===== src/rtl/mc_pkg.sv =====
// Shared encodings for the multi-cycle datapath: ALU op codes, PC source,
// ALU operand-B select and the memory bus state machine.
package mc_pkg;

    localparam logic [3:0] ALU_AND  = 4'b0000;
    localparam logic [3:0] ALU_OR   = 4'b0001;
    localparam logic [3:0] ALU_XOR  = 4'b0010;
    localparam logic [3:0] ALU_NOR  = 4'b0011;
    localparam logic [3:0] ALU_ADD  = 4'b0110;
    localparam logic [3:0] ALU_SUB  = 4'b1110;
    localparam logic [3:0] ALU_SLT  = 4'b1111;
    localparam logic [3:0] ALU_SLTU = 4'b0111;
    localparam logic [3:0] ALU_SLL  = 4'b1000;
    localparam logic [3:0] ALU_SRL  = 4'b1001;
    localparam logic [3:0] ALU_SRA  = 4'b1010;

    localparam logic [1:0] PCS_ALU    = 2'b00;
    localparam logic [1:0] PCS_ALUOUT = 2'b01;
    localparam logic [1:0] PCS_JUMP   = 2'b10;
    localparam logic [1:0] PCS_RA     = 2'b11;

    localparam logic [1:0] SRCB_RB   = 2'b00;
    localparam logic [1:0] SRCB_FOUR = 2'b01;
    localparam logic [1:0] SRCB_IMM  = 2'b10;
    localparam logic [1:0] SRCB_IMM4 = 2'b11;

    typedef enum logic [1:0] {
        BUS_IDLE = 2'd0,
        BUS_BUSY = 2'd1,
        BUS_DONE = 2'd2
    } bus_state_e;

endpackage


===== src/rtl/mc_alu.sv =====
// Combinational ALU: logic, add/sub with signed overflow, set-less-than and
// shifts of operand B by a 5-bit amount.
module mc_alu
    import mc_pkg::*;
#(
    parameter int unsigned XLEN = 32
) (
    input  logic [XLEN-1:0] op_a,
    input  logic [XLEN-1:0] op_b,
    input  logic [4:0]      shamt,
    input  logic [3:0]      alu_ctrl,
    output logic [XLEN-1:0] result,
    output logic            zero,
    output logic            ovf
);

    logic [XLEN-1:0] sum;
    logic [XLEN-1:0] diff;

    always_comb begin
        sum    = op_a + op_b;
        diff   = op_a - op_b;
        result = sum;
        ovf    = 1'b0;
        case (alu_ctrl)
            ALU_AND:  result = op_a & op_b;
            ALU_OR:   result = op_a | op_b;
            ALU_XOR:  result = op_a ^ op_b;
            ALU_NOR:  result = ~(op_a | op_b);
            ALU_SUB: begin
                result = diff;
                ovf    = (op_a[XLEN-1] != op_b[XLEN-1]) && (diff[XLEN-1] != op_a[XLEN-1]);
            end
            ALU_SLT:  result = XLEN'($signed(op_a) < $signed(op_b));
            ALU_SLTU: result = XLEN'(op_a < op_b);
            ALU_SLL:  result = op_b << shamt;
            ALU_SRL:  result = op_b >> shamt;
            ALU_SRA:  result = XLEN'($signed(op_b) >>> shamt);
            // ALU_ADD and every unassigned code add
            default: begin
                result = sum;
                ovf    = (op_a[XLEN-1] == op_b[XLEN-1]) && (sum[XLEN-1] != op_a[XLEN-1]);
            end
        endcase
        zero = (result == '0);
    end

endmodule


===== src/rtl/mc_datapath_param.sv =====
// Multi-cycle datapath: PC/IR/MDR/RA/RB/ALUOut, 32-entry register file and a
// request/ack memory port; Stall freezes architectural state during an access.
module mc_datapath_param
    import mc_pkg::*;
#(
    parameter int unsigned XLEN    = 32,
    parameter int unsigned AW      = 8,
    parameter int unsigned PCSTART = 128
) (
    input  logic            clk,
    input  logic            reset,
    input  logic            IorD,
    input  logic            MemRead,
    input  logic            MemWrite,
    input  logic            MemToReg,
    input  logic            IRWrite,
    input  logic            ALUSrcA,
    input  logic            RegWrite,
    input  logic            RegDst,
    input  logic            PCSel,
    input  logic [1:0]      PCSource,
    input  logic [1:0]      ALUSrcB,
    input  logic [3:0]      ALUCtrl,
    output logic            Stall,
    output logic            Zero,
    output logic            Ovf,
    output logic [5:0]      Op,
    output logic [5:0]      Function,
    output logic            mem_req,
    output logic            mem_we,
    output logic [AW-1:0]   mem_addr,
    output logic [XLEN-1:0] mem_wdata,
    input  logic [XLEN-1:0] mem_rdata,
    input  logic            mem_ack
);

    bus_state_e      state_q, state_d;
    logic [AW-1:0]   pc_q, pc_d, addr_q, addr_d;
    logic            we_q, we_d, irw_q, irw_d;
    logic [XLEN-1:0] wdata_q, wdata_d, ir_q, ir_d, mdr_q, mdr_d;
    logic [XLEN-1:0] ra_q, ra_d, rb_q, rb_d, aluout_q, aluout_d;
    logic [XLEN-1:0] rf_q [32];

    logic            rf_we;
    logic [4:0]      rf_waddr;
    logic [XLEN-1:0] rf_wdata, rd_a, rd_b, imm_sext, op_a, op_b, alu_result;
    logic [AW-1:0]   pc_temp;

    mc_alu #(.XLEN(XLEN)) u_alu (
        .op_a     (op_a),
        .op_b     (op_b),
        .shamt    (ir_q[10:6]),
        .alu_ctrl (ALUCtrl),
        .result   (alu_result),
        .zero     (Zero),
        .ovf      (Ovf)
    );

    // Operand and PC-source selection; r0 is forced to read zero
    always_comb begin
        rd_a     = (ir_q[25:21] == 5'd0) ? '0 : rf_q[ir_q[25:21]];
        rd_b     = (ir_q[20:16] == 5'd0) ? '0 : rf_q[ir_q[20:16]];
        imm_sext = {{(XLEN-16){ir_q[15]}}, ir_q[15:0]};
        op_a     = ALUSrcA ? ra_q : XLEN'(pc_q);
        case (ALUSrcB)
            SRCB_RB:   op_b = rb_q;
            SRCB_FOUR: op_b = XLEN'(4);
            SRCB_IMM:  op_b = imm_sext;
            default:   op_b = imm_sext << 2;
        endcase
        case (PCSource)
            PCS_ALU:    pc_temp = AW'(alu_result);
            PCS_ALUOUT: pc_temp = AW'(aluout_q);
            PCS_JUMP:   pc_temp = {ir_q[AW-3:0], 2'b00};
            default:    pc_temp = AW'(ra_q);
        endcase
    end

    assign Stall     = ((state_q == BUS_IDLE) && (MemRead || MemWrite)) || (state_q == BUS_BUSY);
    assign mem_req   = (state_q == BUS_BUSY);
    assign mem_we    = (state_q == BUS_BUSY) && we_q;
    assign mem_addr  = addr_q;
    assign mem_wdata = wdata_q;
    assign Op        = ir_q[31:26];
    assign Function  = (ir_q[31:26] == 6'd0) ? ir_q[5:0] : 6'd0;

    // Bus FSM next state; a write wins over a simultaneous read
    always_comb begin
        state_d = state_q;
        addr_d  = addr_q;
        we_d    = we_q;
        wdata_d = wdata_q;
        irw_d   = irw_q;
        ir_d    = ir_q;
        mdr_d   = mdr_q;
        case (state_q)
            BUS_IDLE: begin
                if (MemRead || MemWrite) begin
                    addr_d  = IorD ? aluout_q[AW-1:0] : pc_q;
                    we_d    = MemWrite;
                    wdata_d = rb_q;
                    irw_d   = IRWrite;
                    state_d = BUS_BUSY;
                end
            end
            BUS_BUSY: begin
                if (mem_ack) begin
                    if (!we_q) begin
                        mdr_d = mem_rdata;
                        if (irw_q) ir_d = mem_rdata;
                    end
                    state_d = BUS_DONE;
                end
            end
            default: state_d = BUS_IDLE;
        endcase
    end

    // Architectural updates, all gated by Stall
    always_comb begin
        pc_d     = pc_q;
        ra_d     = ra_q;
        rb_d     = rb_q;
        aluout_d = aluout_q;
        rf_we    = 1'b0;
        rf_waddr = RegDst ? ir_q[15:11] : ir_q[20:16];
        rf_wdata = MemToReg ? mdr_q : aluout_q;
        if (!Stall) begin
            ra_d     = rd_a;
            rb_d     = rd_b;
            aluout_d = alu_result;
            if (PCSel) pc_d = pc_temp;
            rf_we    = RegWrite && (rf_waddr != 5'd0);
        end
    end

    always_ff @(posedge clk) begin
        if (reset) begin
            state_q  <= BUS_IDLE;
            pc_q     <= AW'(PCSTART);
            addr_q   <= '0;
            we_q     <= 1'b0;
            irw_q    <= 1'b0;
            wdata_q  <= '0;
            ir_q     <= '0;
            mdr_q    <= '0;
            ra_q     <= '0;
            rb_q     <= '0;
            aluout_q <= '0;
            for (int i = 0; i < 32; i++) rf_q[i] <= '0;
        end else begin
            state_q  <= state_d;
            pc_q     <= pc_d;
            addr_q   <= addr_d;
            we_q     <= we_d;
            irw_q    <= irw_d;
            wdata_q  <= wdata_d;
            ir_q     <= ir_d;
            mdr_q    <= mdr_d;
            ra_q     <= ra_d;
            rb_q     <= rb_d;
            aluout_q <= aluout_d;
            if (rf_we) rf_q[rf_waddr] <= rf_wdata;
        end
    end

endmodule


===== config.mk =====
export PLATFORM = sky130hd
export DESIGN_NAME = mc_datapath_param
export DESIGN_NICKNAME = d
export VERILOG_FILES = /design/src/rtl/mc_pkg.sv /design/src/rtl/mc_alu.sv /design/src/rtl/mc_datapath_param.sv
export SDC_FILE = /design/constraint.sdc
export NUM_CORES = 2
export LEC_CHECK = 0
export CORE_ASPECT_RATIO = 0.75
export CORE_MARGIN = 1
export CORE_UTILIZATION = 35
export DETAILED_ROUTE_END_ITERATION = 10
export PLACE_DENSITY = 0.56
export SLEW_MARGIN = 10
export SYNTH_ARGS = -nofsm -noshare
export SYNTH_HDL_FRONTEND = slang
export SYNTH_SLANG_ARGS = --single-unit

===== constraint.sdc =====
create_clock -name clk -period 22 [get_ports clk]
set_clock_uncertainty 0.2 [all_clocks]
set_input_delay 5.5 -clock clk [delete_from_list [all_inputs] [get_ports clk]]
set_output_delay 5.5 -clock clk [all_outputs]
set_load 0.02 [all_outputs]

==> impl_metrics.prom <==
# TYPE chip_impl_metric gauge
chip_impl_info{name="run_status",value="complete, no violations"} 1
chip_impl_metric{name="cts_max_path_buffers",unit=""} 3
chip_impl_metric{name="net_count_reported_at_finish",unit=""} 5991
chip_impl_metric{name="final_layout_size_suffix_gt1_share",unit="%"} 21.2
chip_impl_metric{name="synth_fa_ha_area_share",unit="%"} 1.76
chip_impl_metric{name="starting_density_of_the_core",unit="%"} 35.2
chip_impl_metric{name="cts_hold_repair.buffers",unit=""} 0
chip_impl_info{name="rsz0062_at_grt",value="no"} 1
chip_impl_info{name="critPathCaptureType",value="output port"} 1
chip_impl_metric{name="ios",unit=""} 109
chip_impl_metric{name="clkLatencyLatePin",unit="ns"} 0.80
chip_impl_metric{name="via_count",unit=""} 54700
chip_impl_metric{name="final_critical_path_share_of_the_clock_period",unit="%"} 81.5
chip_impl_metric{name="postCtsSetupBuffers",unit=""} 0
chip_impl_metric{name="first_pass_iters",unit=""} 7
chip_impl_info{name="hp-class",value="reg2reg"} 1
chip_impl_metric{name="place_congestion",unit=""} 1.04
chip_impl_metric{name="portBuffers",unit=""} 108
chip_impl_metric{name="postRouteAntennaNets",unit=""} 0
chip_impl_metric{name="number_of_warnings_reported_in_the_yosys_synthesis_log",unit=""} 0
chip_impl_info{name="yosys_most_used_dff",value="sky130_fd_sc_hd__edfxtp_1"} 1
chip_impl_metric{name="cts-buffers-inserted",unit=""} 121
chip_impl_metric{name="worst-endpoint-arrival",unit="ns"} 12.24
chip_impl_info{name="cell_family_with_the_largest_share_of_critical_path_delay",value="compound AO/OA/AOI/OAI gates"} 1
chip_impl_metric{name="multi_input_area",unit="sq um"} 34000
chip_impl_metric{name="drv.max_cap_violation_count",unit=""} 0
chip_impl_info{name="synth_top_cells_by_area",value="sky130_fd_sc_hd__edfxtp_1 43%, sky130_fd_sc_hd__mux4_2 21%, sky130_fd_sc_hd__nor2_1 7.1%"} 1
chip_impl_info{name="commonest_non_fill_non_tap_cell_in_the_layout",value="sky130_fd_sc_hd__nor2_1"} 1
chip_impl_info{name="synth.largest_area_cell",value="sky130_fd_sc_hd__edfxtp_1"} 1
chip_impl_metric{name="detailedPlacementHpwl",unit="mm"} 205
chip_impl_metric{name="area_growth_syn_to_layout",unit="%"} 11.6
chip_impl_info{name="crit_type",value="in2out"} 1
chip_impl_metric{name="placeableCoreArea",unit="sq um"} 203000
chip_impl_metric{name="slowest_delay",unit="ns"} 0.96
chip_impl_metric{name="synth-seq-area-share",unit="%"} 49.4
chip_impl_metric{name="finish.utilization",unit="%"} 39.3
chip_impl_metric{name="rows",unit=""} 143
chip_impl_metric{name="report.final.hold_viol_count",unit=""} 0
chip_impl_info{name="layout.cells.most_common_list",value="1337 x sky130_fd_sc_hd__nor2_1, 1024 x sky130_fd_sc_hd__edfxtp_1, 664 x sky130_fd_sc_hd__mux4_2"} 1
chip_impl_metric{name="worst_pin_slew",unit="ns"} 1.37
chip_impl_metric{name="seq_area",unit="sq um"} 35200
chip_impl_metric{name="fillcell_total",unit=""} 19300
chip_impl_metric{name="slew_headroom",unit="%"} 8.82
chip_impl_metric{name="drt_first_iter_violations",unit=""} 8489
chip_impl_metric{name="antenna_found_initial",unit=""} 18
chip_impl_metric{name="simple_gate_share_of_the_synthesized_area",unit="%"} 12.3
chip_impl_metric{name="p_per_area",unit="nW/um^2"} 67.5
chip_impl_metric{name="ir_drop",unit="V"} 0.0000796
chip_impl_info{name="synth_top_family_by_area",value="multiplexers"} 1
chip_impl_info{name="cp_launch_type",value="primary input"} 1
chip_impl_metric{name="setup_viol",unit=""} 0
chip_impl_metric{name="dieArea",unit="sq um"} 205000
chip_impl_metric{name="globalRoute.totalOverflow",unit=""} 0
chip_impl_metric{name="synth-compound-area-share",unit="%"} 8.50
chip_impl_metric{name="drt_wl_total",unit="mm"} 303
chip_impl_metric{name="synth_edf_count",unit=""} 1024
chip_impl_metric{name="synth_xor_xnor_area_share",unit="%"} 0.307
chip_impl_metric{name="synth.mux.area_fraction",unit="%"} 23.9
chip_impl_metric{name="synth-seq-cells",unit=""} 1246
chip_impl_metric{name="grt_pass1_wl",unit="mm"} 417
chip_impl_metric{name="remaining_drc_errors",unit=""} 0
chip_impl_metric{name="cellLeakagePower",unit="nW"} 25.3
chip_impl_metric{name="cts_sinks",unit=""} 1246
chip_impl_metric{name="tns",unit="ns"} 0
chip_impl_metric{name="clkSlewWorstSetupHoldPaths",unit="ns"} 0.06
chip_impl_metric{name="timing_max_transition_violations_final",unit=""} 0
chip_impl_metric{name="fmax",unit="GHz"} 0.0557
chip_impl_info{name="timing.critical_path.mode_cell",value="sky130_fd_sc_hd__clkdlybuf4s50_1"} 1
chip_impl_metric{name="syn_area_per_cell",unit="sq um"} 11.9
chip_impl_info{name="clock-root-buffer",value="sky130_fd_sc_hd__clkbuf_16"} 1
chip_impl_metric{name="clock_tree.htree_level_count",unit=""} 3
chip_impl_info{name="cts_tree",value="built"} 1
chip_impl_metric{name="critPathBufInv",unit=""} 4
chip_impl_metric{name="cp_max_fo",unit=""} 32
chip_impl_metric{name="netlist_instances",unit=""} 5979
chip_impl_metric{name="vias_per_cell",unit=""} 6.34
chip_impl_metric{name="grt.total_usage",unit="%"} 29.1
chip_impl_metric{name="grt_start_max_net_pins",unit=""} 110
chip_impl_metric{name="fp.dieW",unit="um"} 523
chip_impl_info{name="ordered_list_of_cells_on_the_worst_path",value="clkdlybuf4s50_1 -> buf_4 -> mux2_2 -> inv_1 -> ha_1 -> fa_1 -> o21bai_1 -> o2111ai_1 -> a311o_1 -> a211oi_1 -> o211ai_1 -> a32o_1 -> a221oi_1 -> o21ai_0 -> a2111oi_0 -> nand4_1 -> nor2_1 -> clkdlybuf4s50_1"} 1
chip_impl_metric{name="wl_per_cell",unit="um"} 35.1
chip_impl_metric{name="finalCriticalPeriod",unit="ns"} 17.94
chip_impl_metric{name="async_reset_ff_share",unit="%"} 0
chip_impl_metric{name="area_share_of_the_leading_cell_type_in_the_synthesized_netlist",unit="%"} 43.1
chip_impl_metric{name="cts_resized",unit=""} 0
chip_impl_metric{name="finalPower",unit="W"} 0.00537
chip_impl_metric{name="die_h",unit="um"} 393
chip_impl_metric{name="vias_in_the_first_global_route",unit=""} 51300
chip_impl_metric{name="cp_data_required_time",unit="ns"} 16.30
chip_impl_metric{name="mapped_cell_area",unit="sq um"} 71300
chip_impl_info{name="critical-path-slowest-cell",value="sky130_fd_sc_hd__a211oi_1"} 1
chip_impl_metric{name="synth_cell_type_count",unit=""} 97
[cell families (layout without fill, tap and decap cells)]
kind of cell,count (synthesis),in the layout
and+or+nand+nor,2112,2112
DFF,1246,1246
AOI/OAI and AO/OA,917,917
muxes,866,866
buffers and inverters,713,645
adders and majority gates,99,99
xor gates and xnor gates,25,25
other,1,35
[tightest hold or removal path, delay by kind of cell (launching register included)]
family	cells	cell delay [ns]
AOI/OAI and AO/OA	1	0.05
DFF	1	0.31
and+or+nand+nor	1	0.05
[Yosys cell counts, types with 11 or more instances]
cell type and instances:
sky130_fd_sc_hd__nor2_1 1341, sky130_fd_sc_hd__edfxtp_1 1024, sky130_fd_sc_hd__mux4_2 664, sky130_fd_sc_hd__clkbuf_1 462, sky130_fd_sc_hd__nand2_1 438, sky130_fd_sc_hd__a21oi_1 314, sky130_fd_sc_hd__dfxtp_1 222, sky130_fd_sc_hd__mux2i_1 156
sky130_fd_sc_hd__o21ai_0 132, sky130_fd_sc_hd__inv_1 113, sky130_fd_sc_hd__ha_1 97, sky130_fd_sc_hd__buf_1 89, sky130_fd_sc_hd__a211oi_1 79, sky130_fd_sc_hd__nor3_1 67, sky130_fd_sc_hd__nand2b_1 51, sky130_fd_sc_hd__mux2_2 45
sky130_fd_sc_hd__nand3_1 44, sky130_fd_sc_hd__o211ai_1 42, sky130_fd_sc_hd__buf_2 36, sky130_fd_sc_hd__a21o_1 31, sky130_fd_sc_hd__and2_1 23, sky130_fd_sc_hd__o22ai_1 23, sky130_fd_sc_hd__o31ai_1 23, sky130_fd_sc_hd__nor3b_1 22
sky130_fd_sc_hd__a221oi_1 21, sky130_fd_sc_hd__a31oi_1 20, sky130_fd_sc_hd__xnor2_1 20, sky130_fd_sc_hd__o21a_1 18, sky130_fd_sc_hd__nor4_1 17, sky130_fd_sc_hd__a211o_1 16, sky130_fd_sc_hd__nor2b_1 16, sky130_fd_sc_hd__o221ai_1 16
sky130_fd_sc_hd__and3_1 15, sky130_fd_sc_hd__or2_2 15, sky130_fd_sc_hd__or3_1 13, sky130_fd_sc_hd__a2111oi_0 12, sky130_fd_sc_hd__a221o_1 12, sky130_fd_sc_hd__o32ai_1 12, sky130_fd_sc_hd__a311oi_1 11, sky130_fd_sc_hd__nand4_1 11
sky130_fd_sc_hd__o2111ai_1 11, sky130_fd_sc_hd__o21bai_1 11
[final cells by class]
| class | count | share of cell area [%] |
|---|---|---|
| inverter | 116 | 0.549 |
| multi-input combinational | 4051 | 42.7 |
| antenna | 3 | 0.00943 |
| sequential | 1246 | 44.3 |
| clock buffer | 155 | 4.04 |
| tap | 2682 | 4.22 |
| timing repair buffer | 304 | 3.22 |
| clock inverter | 70 | 0.954 |
[worst paths after layout]
| check | start | to | slack [ns] | cells after the start |
|---|---|---|---|---|
| setup / recovery | ALUSrcA | Zero | 4.06 | 18 |
| hold / removal | mem_wdata[13]$_SDFFE_PP0P_ | mem_wdata[13]$_SDFFE_PP0P_ | 0.25 | 2 |
| setup reg to reg | ir_q[2]$_SDFFE_PP0P_ | pc_q[0]$_SDFFE_PP0P_ | 15.70 | 14 |
| hold reg to reg | mem_wdata[13]$_SDFFE_PP0P_ | mem_wdata[13]$_SDFFE_PP0P_ | 0.25 | 2 |
[sequential cells by signal (all words and copies together), names as in the netlist, named ones only]
signal and flops:
rf_q 1024, aluout_q 32, ir_q 32, mdr_q 32
mem_wdata 32, ra_q 32, rb_q 32, mem_addr 8
pc_q 8, state_q 2, irw_q 1, we_q 1
[power by group]
| part | switching (W) | internal, W | leakage, nW |
|---|---|---|---|
| Combinational | 0.000364 | 0.000180 | 11.0 |
| Clock | 0.000994 | 0.00116 | 1.92 |
| Sequential | 0.0000547 | 0.00262 | 12.4 |
| Total | 0.00141 | 0.00396 | 25.3 |
[through the flow]
stage          cell area (sq um)  setup slack [ns]  hold slack, ns  instances
2_1_floorplan              71400              6.12           0.231       6010
3_3_place_gp               75600              4.26           0.244       8399
3_5_place_dp               75600              4.43           0.246       8399
4_1_cts                    79600              4.39           0.255       8624
5_1_grt                    79600              3.97           0.278       8625
6_report                   79600              4.06           0.254       8627
[routing by layer]
metal	up-vias	global-route usage, %	routed length [um]
met5	-	0	92
met4	14	7.74	8970
met3	491	7.60	37000
met2	3594	40.6	125000
met1	28400	43.9	131000
li1	22200	-	-
No activity file was read; power rests on OpenSTA's default activity.
